File: src/rtl/if_fetch_unit.sv
// -----------------------------------------------------------------------------
// if_fetch_unit
//   IF-stage PC register and Wishbone instruction-fetch master. Issues one
//   read per instruction, requests a pipeline stall while a fetch is
//   outstanding, and follows ctrl's stall/flush/new_pc together with
//   ID-resolved branches. Delivers {pc_o, inst_o, inst_valid_o} to if_id.
//
// Parameters
//   RESET_PC          first fetch address after reset
//
// Optional feature
//   IF_ADEL_CHECK_EN  when defined, a misaligned PC starts no bus cycle and is
//                     delivered as {pc, 0, valid} with fetch_adel_o=1; the PC
//                     then holds until a flush. When undefined, fetch_adel_o
//                     is tied 0.
//
// Ports
//   clk, rst                 clock, synchronous active-low reset
//   stall[5:0]               ctrl stall vector ([0] PC hold, [1] IF hold)
//   flush, new_pc            ctrl redirect
//   branch_flag_i/target_i   ID-resolved taken branch
//   stallreq_from_if         fetch not complete
//   pc_o/inst_o/inst_valid_o delivered instruction (0 on bubble)
//   fetch_adel_o             misaligned-fetch flag
//   wb_*                     Wishbone read master
// -----------------------------------------------------------------------------
module if_fetch_unit #(
    parameter logic [31:0] RESET_PC = 32'h0000_0000
) (
    input  logic        clk,
    input  logic        rst,
    input  logic [5:0]  stall,
    input  logic        flush,
    input  logic [31:0] new_pc,
    input  logic        branch_flag_i,
    input  logic [31:0] branch_target_i,
    output logic        stallreq_from_if,
    output logic [31:0] pc_o,
    output logic [31:0] inst_o,
    output logic        inst_valid_o,
    output logic        fetch_adel_o,
    output logic [31:0] wb_adr_o,
    output logic        wb_cyc_o,
    output logic        wb_stb_o,
    output logic        wb_we_o,
    output logic [3:0]  wb_sel_o,
    input  logic [31:0] wb_dat_i,
    input  logic        wb_ack_i
);

    typedef enum logic [2:0] {
        S_IDLE,
        S_BUSY,
        S_HOLD,
        S_DROP,
        S_ERR
    } state_t;

    state_t      state, state_nx;

    logic [31:0] pc;
    logic [31:0] br_tgt;
    logic        pend_br;
    logic [31:0] adr_q;
    logic [31:0] inst_buf;
    logic [31:0] next_pc;
    logic        misaligned;

    logic        start;
    logic        deliver_bus;
    logic        deliver_buf;
    logic        adel_hit;
    logic        deliver;
    logic [31:0] deliver_data;

    logic        unused_stall;
    assign unused_stall = ^stall[5:2];

    assign next_pc = pend_br ? br_tgt : pc + 32'd4;

`ifdef IF_ADEL_CHECK_EN
    assign misaligned = (pc[1:0] != 2'b00);
`else
    assign misaligned = 1'b0;
`endif

    // State register
    always_ff @(posedge clk) begin
        if (!rst) begin
            state <= S_IDLE;
        end else begin
            state <= state_nx;
        end
    end

    // Next-state logic and per-cycle control strobes
    always_comb begin
        state_nx    = state;
        start       = 1'b0;
        deliver_bus = 1'b0;
        deliver_buf = 1'b0;
        adel_hit    = 1'b0;
        case (state)
            S_IDLE: begin
                if (!flush) begin
                    if (misaligned) begin
                        // Fault is reported like a delivered instruction, so it
                        // respects the IF hold just as a normal delivery does.
                        if (!stall[1]) begin
                            adel_hit = 1'b1;
                            state_nx = S_ERR;
                        end
                    end else begin
                        start    = 1'b1;
                        state_nx = S_BUSY;
                    end
                end
            end
            S_BUSY: begin
                if (flush) begin
                    // A same-cycle ack completes the cycle, so no DROP needed.
                    state_nx = wb_ack_i ? S_IDLE : S_DROP;
                end else if (wb_ack_i) begin
                    if (stall[1]) begin
                        state_nx = S_HOLD;
                    end else begin
                        deliver_bus = 1'b1;
                        state_nx    = S_IDLE;
                    end
                end
            end
            S_HOLD: begin
                if (flush) begin
                    state_nx = S_IDLE;
                end else if (!stall[1]) begin
                    deliver_buf = 1'b1;
                    state_nx    = S_IDLE;
                end
            end
            S_DROP: begin
                if (wb_ack_i) begin
                    state_nx = S_IDLE;
                end
            end
            S_ERR: begin
                if (flush) begin
                    state_nx = S_IDLE;
                end
            end
            default: state_nx = S_IDLE;
        endcase
    end

    // Bus-facing outputs decoded from state
    always_comb begin
        wb_cyc_o         = 1'b0;
        stallreq_from_if = 1'b0;
        case (state)
            S_BUSY: begin
                wb_cyc_o         = 1'b1;
                stallreq_from_if = !wb_ack_i;
            end
            S_DROP: begin
                wb_cyc_o         = 1'b1;
                stallreq_from_if = 1'b1;
            end
            default: begin
                wb_cyc_o         = 1'b0;
                stallreq_from_if = 1'b0;
            end
        endcase
    end

    assign wb_stb_o = wb_cyc_o;
    assign wb_we_o  = 1'b0;
    assign wb_sel_o = 4'b1111;
    assign wb_adr_o = adr_q;

    assign deliver      = deliver_bus | deliver_buf | adel_hit;
    assign deliver_data = deliver_buf ? inst_buf :
                          adel_hit    ? 32'h0000_0000 : wb_dat_i;

    // PC, branch capture, bus address, hold buffer and output register
    always_ff @(posedge clk) begin
        if (!rst) begin
            pc           <= RESET_PC;
            pend_br      <= 1'b0;
            br_tgt       <= '0;
            adr_q        <= '0;
            inst_buf     <= '0;
            pc_o         <= '0;
            inst_o       <= '0;
            inst_valid_o <= 1'b0;
            fetch_adel_o <= 1'b0;
        end else begin
            if (start) begin
                adr_q <= {pc[31:2], 2'b00};
            end
            if (state == S_BUSY && wb_ack_i && stall[1] && !flush) begin
                inst_buf <= wb_dat_i;
            end

            if (flush) begin
                pc <= new_pc;
            end else if (deliver_bus || deliver_buf) begin
                pc <= next_pc;
            end

            // Any flush abandons the path a pending branch belonged to.
            // A branch captured in the same cycle the old one is consumed
            // overrides the clear.
            if (flush) begin
                pend_br <= 1'b0;
            end else begin
                if (deliver_bus || deliver_buf) begin
                    pend_br <= 1'b0;
                end
                if (branch_flag_i && !stall[0]) begin
                    pend_br <= 1'b1;
                    br_tgt  <= branch_target_i;
                end
            end

            if (flush) begin
                pc_o         <= '0;
                inst_o       <= '0;
                inst_valid_o <= 1'b0;
                fetch_adel_o <= 1'b0;
            end else if (deliver) begin
                pc_o         <= pc;
                inst_o       <= deliver_data;
                inst_valid_o <= 1'b1;
                fetch_adel_o <= adel_hit;
            end else if (!stall[1]) begin
                pc_o         <= '0;
                inst_o       <= '0;
                inst_valid_o <= 1'b0;
                fetch_adel_o <= 1'b0;
            end
        end
    end

endmodule
File: config.mk
export PLATFORM = sky130hd
export DESIGN_NAME = if_fetch_unit
export DESIGN_NICKNAME = d
export VERILOG_FILES = /design/src/rtl/if_fetch_unit.sv
export SDC_FILE = /design/constraint.sdc
export NUM_CORES = 1
export LEC_CHECK = 0
export ABC_AREA = 1
export BUFFER_PORTS_ARGS = -buffer_cell sky130_fd_sc_hd__buf_2
export CORE_MARGIN = 1
export CORE_UTILIZATION = 47
export CTS_CLUSTER_SIZE = 40
export DETAILED_ROUTE_END_ITERATION = 6
export PLACE_DENSITY_LB_ADDON = 0.15
export SLEW_MARGIN = 20
export SYNTH_ARGS = -nofsm -noshare
export SYNTH_HDL_FRONTEND = slang
export SYNTH_SLANG_ARGS = --single-unit
File: constraint.sdc
create_clock -name clk -period 2.21 [get_ports clk]
set_input_delay 0.3315 -clock clk [delete_from_list [all_inputs] [get_ports clk]]
set_output_delay 0.3315 -clock clk [all_outputs]
set_load 0.005 [all_outputs]
### After elaboration in Yosys (flattened, before gate mapping)

Cells that the tools add are included.

* register bits after elaboration: 195
* latch bits: 0
* memory bits (writable): 0
* memory bits (read-only): 0
* input port bits: 107
* memories: 0

* add/sub/neg operators: 1
* multiply operators: 0
* div/mod/pow operators: 0
* $lt $le $gt $ge: 0
* eq/ne operators: 10
* shifts and indexed selects: 0
* multiplexer cells: 31
* bitwise gates (word level): 3
* reduce and logical (&&, ||, !) cells: 15

Operators with widths (number)
* 32-bit 2-to-1 mux: 7
* 32-bit by 3-bit adder with 32-bit output (second input constant): 1
* 3-bit 2-to-1 mux: 7
* 3-bit case mux with 5 select lines: 1
* 1-bit 2-to-1 mux: 13
* 3-bit by 2-bit == test with 1-bit output (second input constant): 2
* 2-bit != test (second input constant): 3
* 3-bit != test (second input constant): 2
* 5-bit AND reduction: 1
* 1-bit logical AND: 4
* 2-bit 2-to-1 mux: 2
* 2-bit nonzero test: 2
* 2-bit OR reduction: 2
* 3-bit by 1-bit == test with 1-bit output (second input constant): 1
* 3-bit == test (second input constant): 1
* 1-bit zero test: 3
* 3-bit zero test: 1
* 2-bit by 1-bit != test with 1-bit output (second input constant): 1
* 1-bit NOT: 2
* 1-bit case mux with 2 select lines: 1
* 2-bit AND reduction: 1
* 1-bit logical OR: 1
* 1-bit OR: 1

### Logic depth before layout (Yosys ltp)

Gate-level depths: netlist of run 1.

* word-level depth: 7
* gate-level depth with buffers: 10
* depth with buffers taken out: 10

### Least setup slack after synthesis of run 1

No wires, ideal clock.

* path type: register to register
* from: register pc[3]
* to: register pc[28]
* data arrival time: 1.334 ns
* data required time: 2.078 ns
* setup slack: 0.744 ns
* stages on the path, launching flop included: 11
* buffers on the path: 0
* clock period less this slack: 1.466 ns
* cell sequence: dfxtp_1 > ha_1 > nand2_1 > nor2_4 > nand2_2 > nor2_1 > nand2_1 > nand2_1 > nand3_1 > nand2_1 > a21oi_1

* word-level cells in the longest chain between the ends: 4

RTL lines
* start: declaration: RTL line 61 `logic [31:0] pc;`
* start signal: assignment: RTL line 204 `pc <= new_pc;`
* start signal: assignment: RTL line 206 `pc <= next_pc;`
* 32-bit by 3-bit adder with 32-bit output: RTL line 79 `assign next_pc = pend_br ? br_tgt : pc + 32'd4;`
* 32-bit 2-to-1 mux: RTL line 79
* 32-bit 2-to-1 mux: RTL line 205 `end else if (deliver_bus || deliver_buf) begin`
* 32-bit 2-to-1 mux: RTL line 203 `if (flush) begin`

No other way between the ends. The select of a mux whose other input is x is not followed.
A chain may end at the register's enable or synchronous reset.

### Final worst setup path of run 1

* from: register state[0]
* to: register pc[14]

* word-level cells in the longest chain between the ends: 4
* elaborated cells on any way between the ends: 6

RTL lines
* start: declaration: RTL line 59 `state_t state, state_nx;`
* start signal: assignment: RTL line 92 `state <= state_nx;`
* 3-bit by 1-bit == test with 1-bit output or 3-bit by 2-bit == test with 1-bit output (tied branches): RTL line 103 `case (state)`
* 1-bit 2-to-1 mux: RTL line 103
* 1-bit logical OR (*): RTL line 205
* 2-bit nonzero test (no source line) (*)

Every way passes the cells marked *; elsewhere a longest branch is shown, timed or not.

==> results of run 1 <==
placed cells by master, fill, tap and decap left out, types with 2 or more instances in the layout:
| cell | n |
|---|---|
| o21ai_0 | 115 |
| a21oi_1 | 219 |
| clkinvlp_4 | 2 |
| buf_4 | 14 |
| conb_1 | 8 |
| xor2_1 | 6 |
| inv_6 | 2 |
| buf_12 | 7 |
| o211ai_1 | 33 |
| nor3_1 | 2 |
| nor2_1 | 63 |
| inv_2 | 6 |
| clkinv_2 | 2 |
| clkbuf_16 | 17 |
| nand2_1 | 259 |
| nor2_4 | 3 |
| nand2_2 | 2 |
| buf_2 | 200 |
| o21ai_1 | 30 |
| nand3_2 | 2 |
| dfxtp_1 | 194 |
| inv_8 | 3 |
| bufinv_16 | 3 |
| nand3_1 | 36 |
| inv_1 | 122 |
per-layer routing:
layer / vias to the layer above / routed length [um]
met5: - / 0
met4: 0 / 225
met3: 17 / 1590
met2: 254 / 10400
met1: 3645 / 11300
li1: 4195 / -
report_power, final:
part | internal [mW] | switching (mW)
registers | 3.72 | 0.153
clock network | 1.84 | 1.42
logic | 0.436 | 0.726
total | 6.00 | 2.30
layout make-up:
class | count | area share [%]
Tap cell | 225 | 2.76
Inverter | 129 | 4.75
Multi-Input combinational cell | 785 | 36.1
Clock buffer | 19 | 4.34
Timing Repair Buffer | 221 | 12.2
Sequential cell | 194 | 38.1
Clock inverter | 13 | 1.72
critical path: cells and delay by family, from the launching register on:
kind / cells / cell delay (ns)
AOI/OAI and AO/OA: 2 / 0.24
buffers and inverters: 1 / 0.22
DFF: 1 / 0.49
and+or+nand+nor: 5 / 0.72
final timing paths:
| path | end | slack, ns |
|---|---|---|
| worst max-delay path | pc[14]$_SDFFE_PN0P_ | 0.42 |
| worst min-delay path | inst_buf[22]$_SDFFE_PN0P_ | 0.15 |
| worst max register to register | pc[14]$_SDFFE_PN0P_ | 0.42 |
| worst min register to register | inst_o[2]$_SDFFE_PP0P_ | 0.45 |
per-stage QoR:
stage / utilization, % / hold slack, ns
2_1_floorplan: - / 0.424
3_3_place_gp: 55.0 / 0.439
3_5_place_dp: 55.0 / 0.444
4_1_cts: 58.6 / 0.138
5_1_grt: 58.6 / 0.146
6_report: 58.6 / 0.148
flip-flops by register name (all words and copies together) (netlist names), 2 cells and up:
name      count
inst_buf     32
wb_adr_o     30
inst_o       32
state         2
pc_o         32
pc           32
br_tgt       32
kinds of logic (layout without fill, tap and decap cells):
kind of cell / count (synthesis) / after routing
flip-flops: 194 / 194
AND/OR/NAND/NOR: 371 / 371
XOR/XNOR: 6 / 6
adder cells (fa/ha/maj): 1 / 1
buffers and inverters: 215 / 382
AO/OA/AOI/OAI: 399 / 399
other: 2 / 8
==> results.py, run 1 <==
metrics = {
    "status": {
        "outcome": "complete, no violations",
    },
    "critical_path": {
        "worstSetupPathType": "flop to flop",
        "critPathCaptureType": "flop",
        "crit_path_max_fanout": 23,
        "slowest_delay_ns": 0.49,
        "crit_slowest_cell": "dfxtp_1",
        "critPathLaunch": "state[0]$_SDFFE_PN0P_",
        "crit_chain": "nor2_1 > nor3_2 > nand2_1 > nand2_1 > buf_12 > o21ai_0 > a21oi_1 > nor2_1",
        "worst_r2r_startpoint": "state[0]$_SDFFE_PN0P_",
        "cp.required_ns": 2.52,
        "crit_path_start_kind": "flop",
        "rr_worst_depth": 8,
        "cp.arrival_ns": 2.10,
    },
    "clock_tree": {
        "ctsHoldBuffers": 0,
        "cts_setup_buffers": 0,
        "cts_tree": "yes",
        "ctsResizeCount": 0,
        "numCtsBuffers": 17,
        "clk_path_buf_depth": 2,
        "cts_num_sinks": 194,
        "cts_htree_levels": 4,
        "insertion_delay_ns": 0.43,
        "root_buffer": "clkbuf_16",
        "clkTransAtPathRegs_ns": 0.07,
    },
    "grt": {
        "top_usage_layer": "met2",
        "track_usage_pct": 25.5,
        "grt_max_degree": 66,
        "antenna_found_initial": 0,
        "grt_use_met1_pct": 36.6,
        "grt_pass1_wl_mm": 36.7,
        "use_met3_pct": 5.11,
        "grt_pass1_vias": 7213,
        "grt-ovfl-total": 0,
        "grt_use_met2_pct": 38.9,
    },
    "hold_path": {
        "min_from": "wb_dat_i[22]",
        "hold_depth": 3,
        "hold_path.class": "primary input to flop",
    },
    "logic_synthesis": {
        "ys_ff_latch": 194,
        "async_flop_share_pct": 0,
        "post_synth_fa_ha_maj_area_fraction_pct": 0.148,
        "synth_common_cells": "nand2_1 (260), a21oi_1 (219), dfxtp_1 (194), inv_1 (122), o21ai_0 (115)",
        "synth_top_cells_by_area": "dfxtp_1 (46%), a21oi_1 (13%), nand2_1 (12%)",
        "synth.distinct_cells": 29,
        "synthCells": 1188,
        "syn_area_um2": 8460,
        "syn_avg_cell_area_um2": 7.12,
        "post-synth-top-count-cell": "nand2_1",
        "synth_mux_area_share_pct": 0,
        "synth_largest_area_cell": "dfxtp_1",
        "yosys.area_share.simple_pct": 17.7,
        "synth-xor-area-share_pct": 0.621,
        "yosys_warnings": 0,
        "synth_compound_area_share_pct": 24.7,
        "synthFlopType": "dfxtp_1",
        "synth-edff-count": 0,
        "synth_top_area_share_pct": 45.9,
        "yosysSeqAreaShare_pct": 45.9,
        "synth_top_family_by_area": "compound AO/OA/AOI/OAI gates",
    },
    "floorplanning": {
        "start_util_pct": 48.6,
        "fp.dieW_um": 136,
        "die_height_um": 136,
        "ios": 213,
        "core_area_um2": 17400,
        "rows": 48,
        "dieArea_um2": 18500,
    },
    "sta": {
        "drv_slew": 0,
        "skew_ns": 0.00759,
        "grt_setup_unrepaired": "no",
        "finalSetupViolCount": 0,
        "hold_viol_final": 0,
        "maxClockFrequency_mhz": 558,
        "tns_ns": 0,
        "post-route-period-util_pct": 81.2,
        "fin_ws_ns": 0.416,
        "tightest_slew_ns": 0.726,
        "period_needed_ns": 1.79,
        "slew_headroom_pct": 51.6,
    },
    "power_and_ir_drop": {
        "p_leak_nw": 4.43,
        "max-vdd-ir-drop_mv": 0.581,
        "power_density_nw_per_um2": 814,
        "total_power_mw": 8.30,
    },
    "placed_design": {
        "port-buffer-count": 200,
        "placed_cell_area_um2": 9580,
        "place_worst_setup_slack_ns": 0.435,
        "gp_congestion": 0.897,
        "dp.cells": 1554,
        "dp.final_hpwl_mm": 16.4,
    },
    "final_layout": {
        "post-route-cell-area_um2": 10200,
        "syn_to_final_growth_pct": 20.6,
        "fillCellCount": 1732,
        "drive_above_1_share_pct": 19.6,
        "diodes": 0,
        "multi_input_area_um2": 3680,
        "stdcell_count": 1586,
        "area.sequential_um2": 3880,
        "nets": 1456,
    },
    "routing": {
        "initialDrtViolationCount": 659,
        "drc": 0,
        "first_pass_iters": 5,
        "wl_per_cell_um": 14.8,
        "via_per_inst": 5.11,
        "via_count": 8111,
        "routed_wl_mm": 23.5,
        "ant_nets": 0,
    },
    "run": {
        "maxCapViolCount": 0,
    },
}
Note: power is estimated with default switching activity, not from simulation.
==> run 2: changes to the inputs <==
ABC_AREA = 0   (was 1)
clock period = 1.6 ns   (was 2.21 ns; I/O delays follow)
==> results.py, run 2 <==
metrics = {
    "status": {
        "outcome": "finished with violations",
        "violations": "setup timing",
    },
    "routing": {
        "ant_nets": 0,
        "drc": 0,
        "first_pass_iters": 6,
        "wl_per_cell_um": 16.7,
        "initialDrtViolationCount": 564,
        "via_per_inst": 5.43,
        "via_count": 7691,
        "routed_wl_mm": 23.7,
    },
    "run": {
        "maxCapViolCount": 0,
    },
    "floorplanning": {
        "core_area_um2": 16800,
        "fp.dieW_um": 134,
        "ios": 213,
        "die_height_um": 134,
        "rows": 47,
        "start_util_pct": 48.6,
        "dieArea_um2": 17800,
    },
    "critical_path": {
        "rr_worst_depth": 6,
        "timing.rr.end": "pc[28]$_SDFFE_PN0P_",
        "worst_r2r_startpoint": "state[1]$_SDFFE_PN0P_",
        "cp.arrival_ns": 2.01,
        "cp.required_ns": 1.90,
        "crit_path_max_fanout": 9,
        "r2r_slack_ns": -0.11,
        "crit_path_start_kind": "flop",
        "worstSetupPathType": "flop to flop",
        "critPathCaptureType": "flop",
    },
    "logic_synthesis": {
        "yosys_warnings": 0,
        "synth.distinct_cells": 54,
        "synth_top_area_share_pct": 47.7,
        "yosysSeqAreaShare_pct": 47.7,
        "synth_common_cells": "nand2_1 (208), dfxtp_1 (194), a21oi_1 (105), nor2_1 (79), a22oi_1 (70)",
        "syn_area_um2": 8140,
        "post-synth-top-count-cell": "nand2_1",
        "ys_ff_latch": 194,
        "syn_avg_cell_area_um2": 8.46,
        "async_flop_share_pct": 0,
        "synthFlopType": "dfxtp_1",
        "synth-edff-count": 0,
        "synth_top_cells_by_area": "dfxtp_1 (48%), nand2_1 (9.6%), a21oi_1 (6.5%)",
        "synth_largest_area_cell": "dfxtp_1",
        "synthCells": 962,
    },
    "sta": {
        "finalSetupViolCount": 50,
        "drv_slew": 0,
        "maxClockFrequency_mhz": 584,
        "period_needed_ns": 1.71,
        "slew_headroom_pct": 63.9,
        "fin_ws_ns": -0.112,
        "skew_ns": 0.0116,
        "post-route-period-util_pct": 107,
        "grt_setup_unrepaired": "yes",
        "tightest_slew_ns": 0.542,
        "hold_viol_final": 0,
    },
    "final_layout": {
        "syn_to_final_growth_pct": 32.4,
        "drive_above_1_share_pct": 33.2,
        "nets": 1289,
        "stdcell_count": 1416,
        "fin_util_pct": 64.3,
        "layout_commonest_cell": "nand2_1",
        "final_cell_mix": "nand2_1 (207), buf_2 (199), dfxtp_1 (190)",
    },
    "power_and_ir_drop": {
        "p_leak_nw": 4.31,
        "power_density_nw_per_um2": 959,
        "total_power_mw": 10.3,
        "max-vdd-ir-drop_mv": 0.739,
    },
    "clock_tree": {
        "root_buffer": "clkbuf_16",
        "insertion_delay_ns": 0.43,
        "clk_path_buf_depth": 2,
        "cts_tree": "yes",
        "ctsHoldBuffers": 0,
        "numCtsBuffers": 17,
        "cts_htree_levels": 4,
        "cts_num_sinks": 194,
        "clkTransAtPathRegs_ns": 0.07,
    },
    "grt": {
        "grt_max_degree": 76,
        "grt_pass1_wl_mm": 37.8,
        "grt-ovfl-total": 0,
        "grt_pass1_vias": 7354,
        "track_usage_pct": 26.8,
        "antenna_found_initial": 3,
    },
    "placed_design": {
        "gp_congestion": 0.788,
        "dp.cells": 1366,
        "dp.final_hpwl_mm": 15.1,
        "place_worst_setup_slack_ns": -0.144,
        "port-buffer-count": 200,
    },
    "hold_path": {
        "hold_end": "br_tgt[10]$_SDFFE_PN0P_",
        "hold_depth": 3,
        "hold_path.class": "primary input to flop",
        "min_from": "branch_target_i[10]",
    },
}
==> run 2: cell count changes in the layout (fill, tap and decap cells not counted), sizes merged, moves of 30 or more <==
cell and change:
o21ai -130, inv -122, a21oi -114, a22oi +70, buf +66, nand2 -53, o211ai -33, mux2 +32
nand3 -30
==> run 2: worst max-delay path by stage <==
stage,start,to,slack (ns),cells past startpoint
after floorplan,state[0]$_SDFFE_PN0P_,inst_o[14]$_SDFFE_PP0P_,-0.03,6
after global placement,state[0]$_SDFFE_PN0P_,inst_o[29]$_SDFFE_PP0P_,-0.1,6
after detailed placement,state[0]$_SDFFE_PN0P_,inst_o[14]$_SDFFE_PP0P_,-0.14,6
after CTS,state[1]$_SDFFE_PN0P_,pc[31]$_SDFFE_PN0P_,-0.07,4
after global routing,state[1]$_SDFFE_PN0P_,pc[5]$_SDFFE_PN0P_,-0.16,5
final,state[1]$_SDFFE_PN0P_,pc[28]$_SDFFE_PN0P_,-0.11,6
==> run 2: critical path, cell delays in order, from the launching register on <==
cell and delay [ns]:
dfxtp_4 0.36, buf_4 0.14, buf_6 0.10, nand2b_4 0.16
o221a_2 0.36, a222oi_1 0.34, o22ai_1 0.12
==> run 2: power by group <==
group	switching [mW]	leakage [nW]	internal, mW
combinational	0.603	2.46	0.480
sequential	0.0873	1.58	4.95
clock	1.86	0.271	2.36
==> run 2: timing repair <==
| action | 4_1_cts | 5_1_grt |
|---|---|---|
| pin swaps | 24 | 20 |
| buffers inserted | 10 | 2 |
| cloned | 4 | 1 |
| gates resized for setup | 51 | 27 |
| setup endpoints to repair | 80 | 89 |
==> run 2: cells by family after synthesis <==
family                     Yosys count  share of synthesized area, %
buffers and inverters              103                          5.70
muxes                               49                          6.52
DFF                                194                          47.7
other                                2                        0.0923
adders and majority gates            1                         0.154
xor gates and xnor gates            25                          2.69
and+or+nand+nor                    351                          18.7
AOI/OAI and AO/OA                  237                          18.4
==> run 2: per-stage QoR <==
step	hold slack (ns)	area [um^2]	TNS (ns)
final	0.0452	10800	-1.53
after global routing	0.0360	10800	-7.75
after CTS	0.0217	10600	-1.33
after detailed placement	0.443	9710	-5.17
after global placement	0.439	9710	-3.54
after floorplan	0.376	8160	-0.606
==> run 2: cell type report <==
cell class / instances / area [um^2]
fill: 1467 / 5990
multi-input combinational: 673 / 4100
sequential: 194 / 3890
timing repair buffer: 287 / 1890
clock buffer: 21 / 450
tap: 220 / 275
clock inverter: 11 / 126
inverter: 8 / 32.5
antenna: 2 / 5.00
==> run 2: routing by layer <==
metal / part of all wire (%) / routed length (um) / up-vias / GRT usage (%)
met1: 46 / 10900 / 3679 / 35.7
met2: 47 / 11200 / 219 / 44.2
met5: 0.055 / 13 / - / 0
li1: - / - / 3765 / -
met4: 1.4 / 320 / 2 / 7.20
met3: 5.4 / 1270 / 26 / 4.95
==> run 3: changes to the inputs <==
CORE_MARGIN = 5   (was 1)
CORE_UTILIZATION = 48   (was 47)
==> results.py, run 3 (synthesis results as in run 2) <==
metrics = {
    "critical_path": {
        "critPathCaptureType": "flop",
        "cp.required_ns": 1.95,
        "cp.arrival_ns": 2.00,
        "crit_path_start_kind": "flop",
        "worstSetupPathType": "flop to flop",
        "crit_path_max_fanout": 13,
    },
    "placed_design": {
        "gp_congestion": 0.821,
        "dp.final_hpwl_mm": 16.6,
        "port-buffer-count": 200,
        "place_worst_setup_slack_ns": -0.141,
        "placed_cell_area_um2": 9730,
        "dp.cells": 1369,
    },
    "hold_path": {
        "hold_path.class": "primary input to flop",
    },
    "floorplanning": {
        "dieArea_um2": 19700,
        "rows": 47,
        "fp.dieW_um": 140,
        "start_util_pct": 49.1,
        "ios": 213,
        "core_area_um2": 16600,
        "die_height_um": 140,
    },
    "final_layout": {
        "nets": 1298,
        "drive_above_1_share_pct": 36.2,
        "final_cell_mix": "nand2_1 (205), buf_2 (199), dfxtp_1 (182)",
        "syn_to_final_growth_pct": 35.6,
        "fin_util_pct": 66.6,
        "layout_commonest_cell": "nand2_1",
        "stdcell_count": 1424,
        "post-route-cell-area_um2": 11000,
    },
    "grt": {
        "grt_pass1_wl_mm": 39.4,
        "grt_pass1_vias": 7544,
        "track_usage_pct": 24.4,
        "antenna_found_initial": 1,
        "grt_max_degree": 37,
        "grt-ovfl-total": 0,
    },
    "sta": {
        "hold_slack_ns": 0.0427,
        "hold_viol_final": 0,
        "skew_ns": 0.0117,
        "finalSetupViolCount": 13,
        "drv_slew": 0,
        "post-route-period-util_pct": 103,
        "period_needed_ns": 1.65,
        "tns_ns": -0.233,
        "fin_ws_ns": -0.0476,
        "maxClockFrequency_mhz": 607,
        "grt_setup_unrepaired": "yes",
    },
    "status": {
        "outcome": "finished with violations",
        "violations": "setup timing",
    },
    "routing": {
        "ant_nets": 0,
        "initialDrtViolationCount": 515,
        "via_count": 7815,
        "via_per_inst": 5.49,
        "drc": 0,
        "first_pass_iters": 7,
        "wl_per_cell_um": 17.9,
        "routed_wl_mm": 25.5,
    },
    "clock_tree": {
        "cts_num_sinks": 194,
        "cts_tree": "yes",
        "clk_path_buf_depth": 2,
        "numCtsBuffers": 17,
        "insertion_delay_ns": 0.43,
        "cts_htree_levels": 4,
        "clkTransAtPathRegs_ns": 0.07,
        "root_buffer": "clkbuf_16",
    },
    "power_and_ir_drop": {
        "max-vdd-ir-drop_mv": 0.788,
        "p_leak_nw": 4.44,
        "power_density_nw_per_um2": 927,
        "total_power_mw": 10.2,
    },
    "run": {
        "maxCapViolCount": 0,
    },
}
run 3: changes by cell type in the layout (fill, tap and decap cells not counted), moves of 3 or more:
cell,change
clkbuf_16,+4
mux2_2,-13
mux2_4,+17
buf_4,+7
a22oi_2,+15
dfxtp_1,-8
dfxtp_2,+8
o21ai_1,+3
mux2_1,-4
a22oi_1,-15
o21ai_0,-3
run 3: worst paths after layout:
| check | startpoint | endpoint | slack, ns | cells past startpoint |
|---|---|---|---|---|
| min | branch_target_i[4] | br_tgt[4]$_SDFFE_PN0P_ | 0.04 | 3 |
| max reg2reg | state[0]$_SDFFE_PN0P_ | pc[31]$_SDFFE_PN0P_ | -0.05 | 5 |
| max | state[0]$_SDFFE_PN0P_ | pc[31]$_SDFFE_PN0P_ | -0.05 | 5 |
| min reg2reg | br_tgt[17]$_SDFFE_PN0P_ | br_tgt[17]$_SDFFE_PN0P_ | 0.45 | 2 |
run 3: metal layers:
metal	track usage (%)	vias up	wire length, um
met1	32.9	3720	11400
li1	-	3787	-
met2	40.0	273	12000
met3	5.15	33	1730
met4	6.07	2	327
met5	0	-	7
run 3: worst max-delay path, stage by stage (launching register included):
cell      delay [ns]
dfxtp_2         0.33
nand2b_4        0.15
buf_6           0.13
a211o_1         0.34
or3_4           0.45
o22ai_1         0.18
run 3: repair_timing:
action | CTS | global route
hold buffers | 0 | 0
resized for setup | 57 | 62
buffers inserted | 6 | 9
pin swaps | 15 | 52
setup endpoints to repair | 88 | 105
cloned | 2 | 5
hold endpoints to repair | 0 | 0
run 3: area by class of cell:
cell class / count / area [um^2]
Antenna cell: 1 / 2.50
Clock inverter: 12 / 108
Clock buffer: 20 / 447
Inverter: 8 / 32.5
Sequential cell: 194 / 3900
Multi-Input combinational cell: 671 / 4200
Tap cell: 220 / 275
Timing Repair Buffer: 298 / 2070
Fill cell: 1400 / 5550
run 3: power breakdown:
group          internal [mW]  switching [mW]
registers               4.95          0.0880
clock network           2.19            1.87
logic                  0.506           0.618
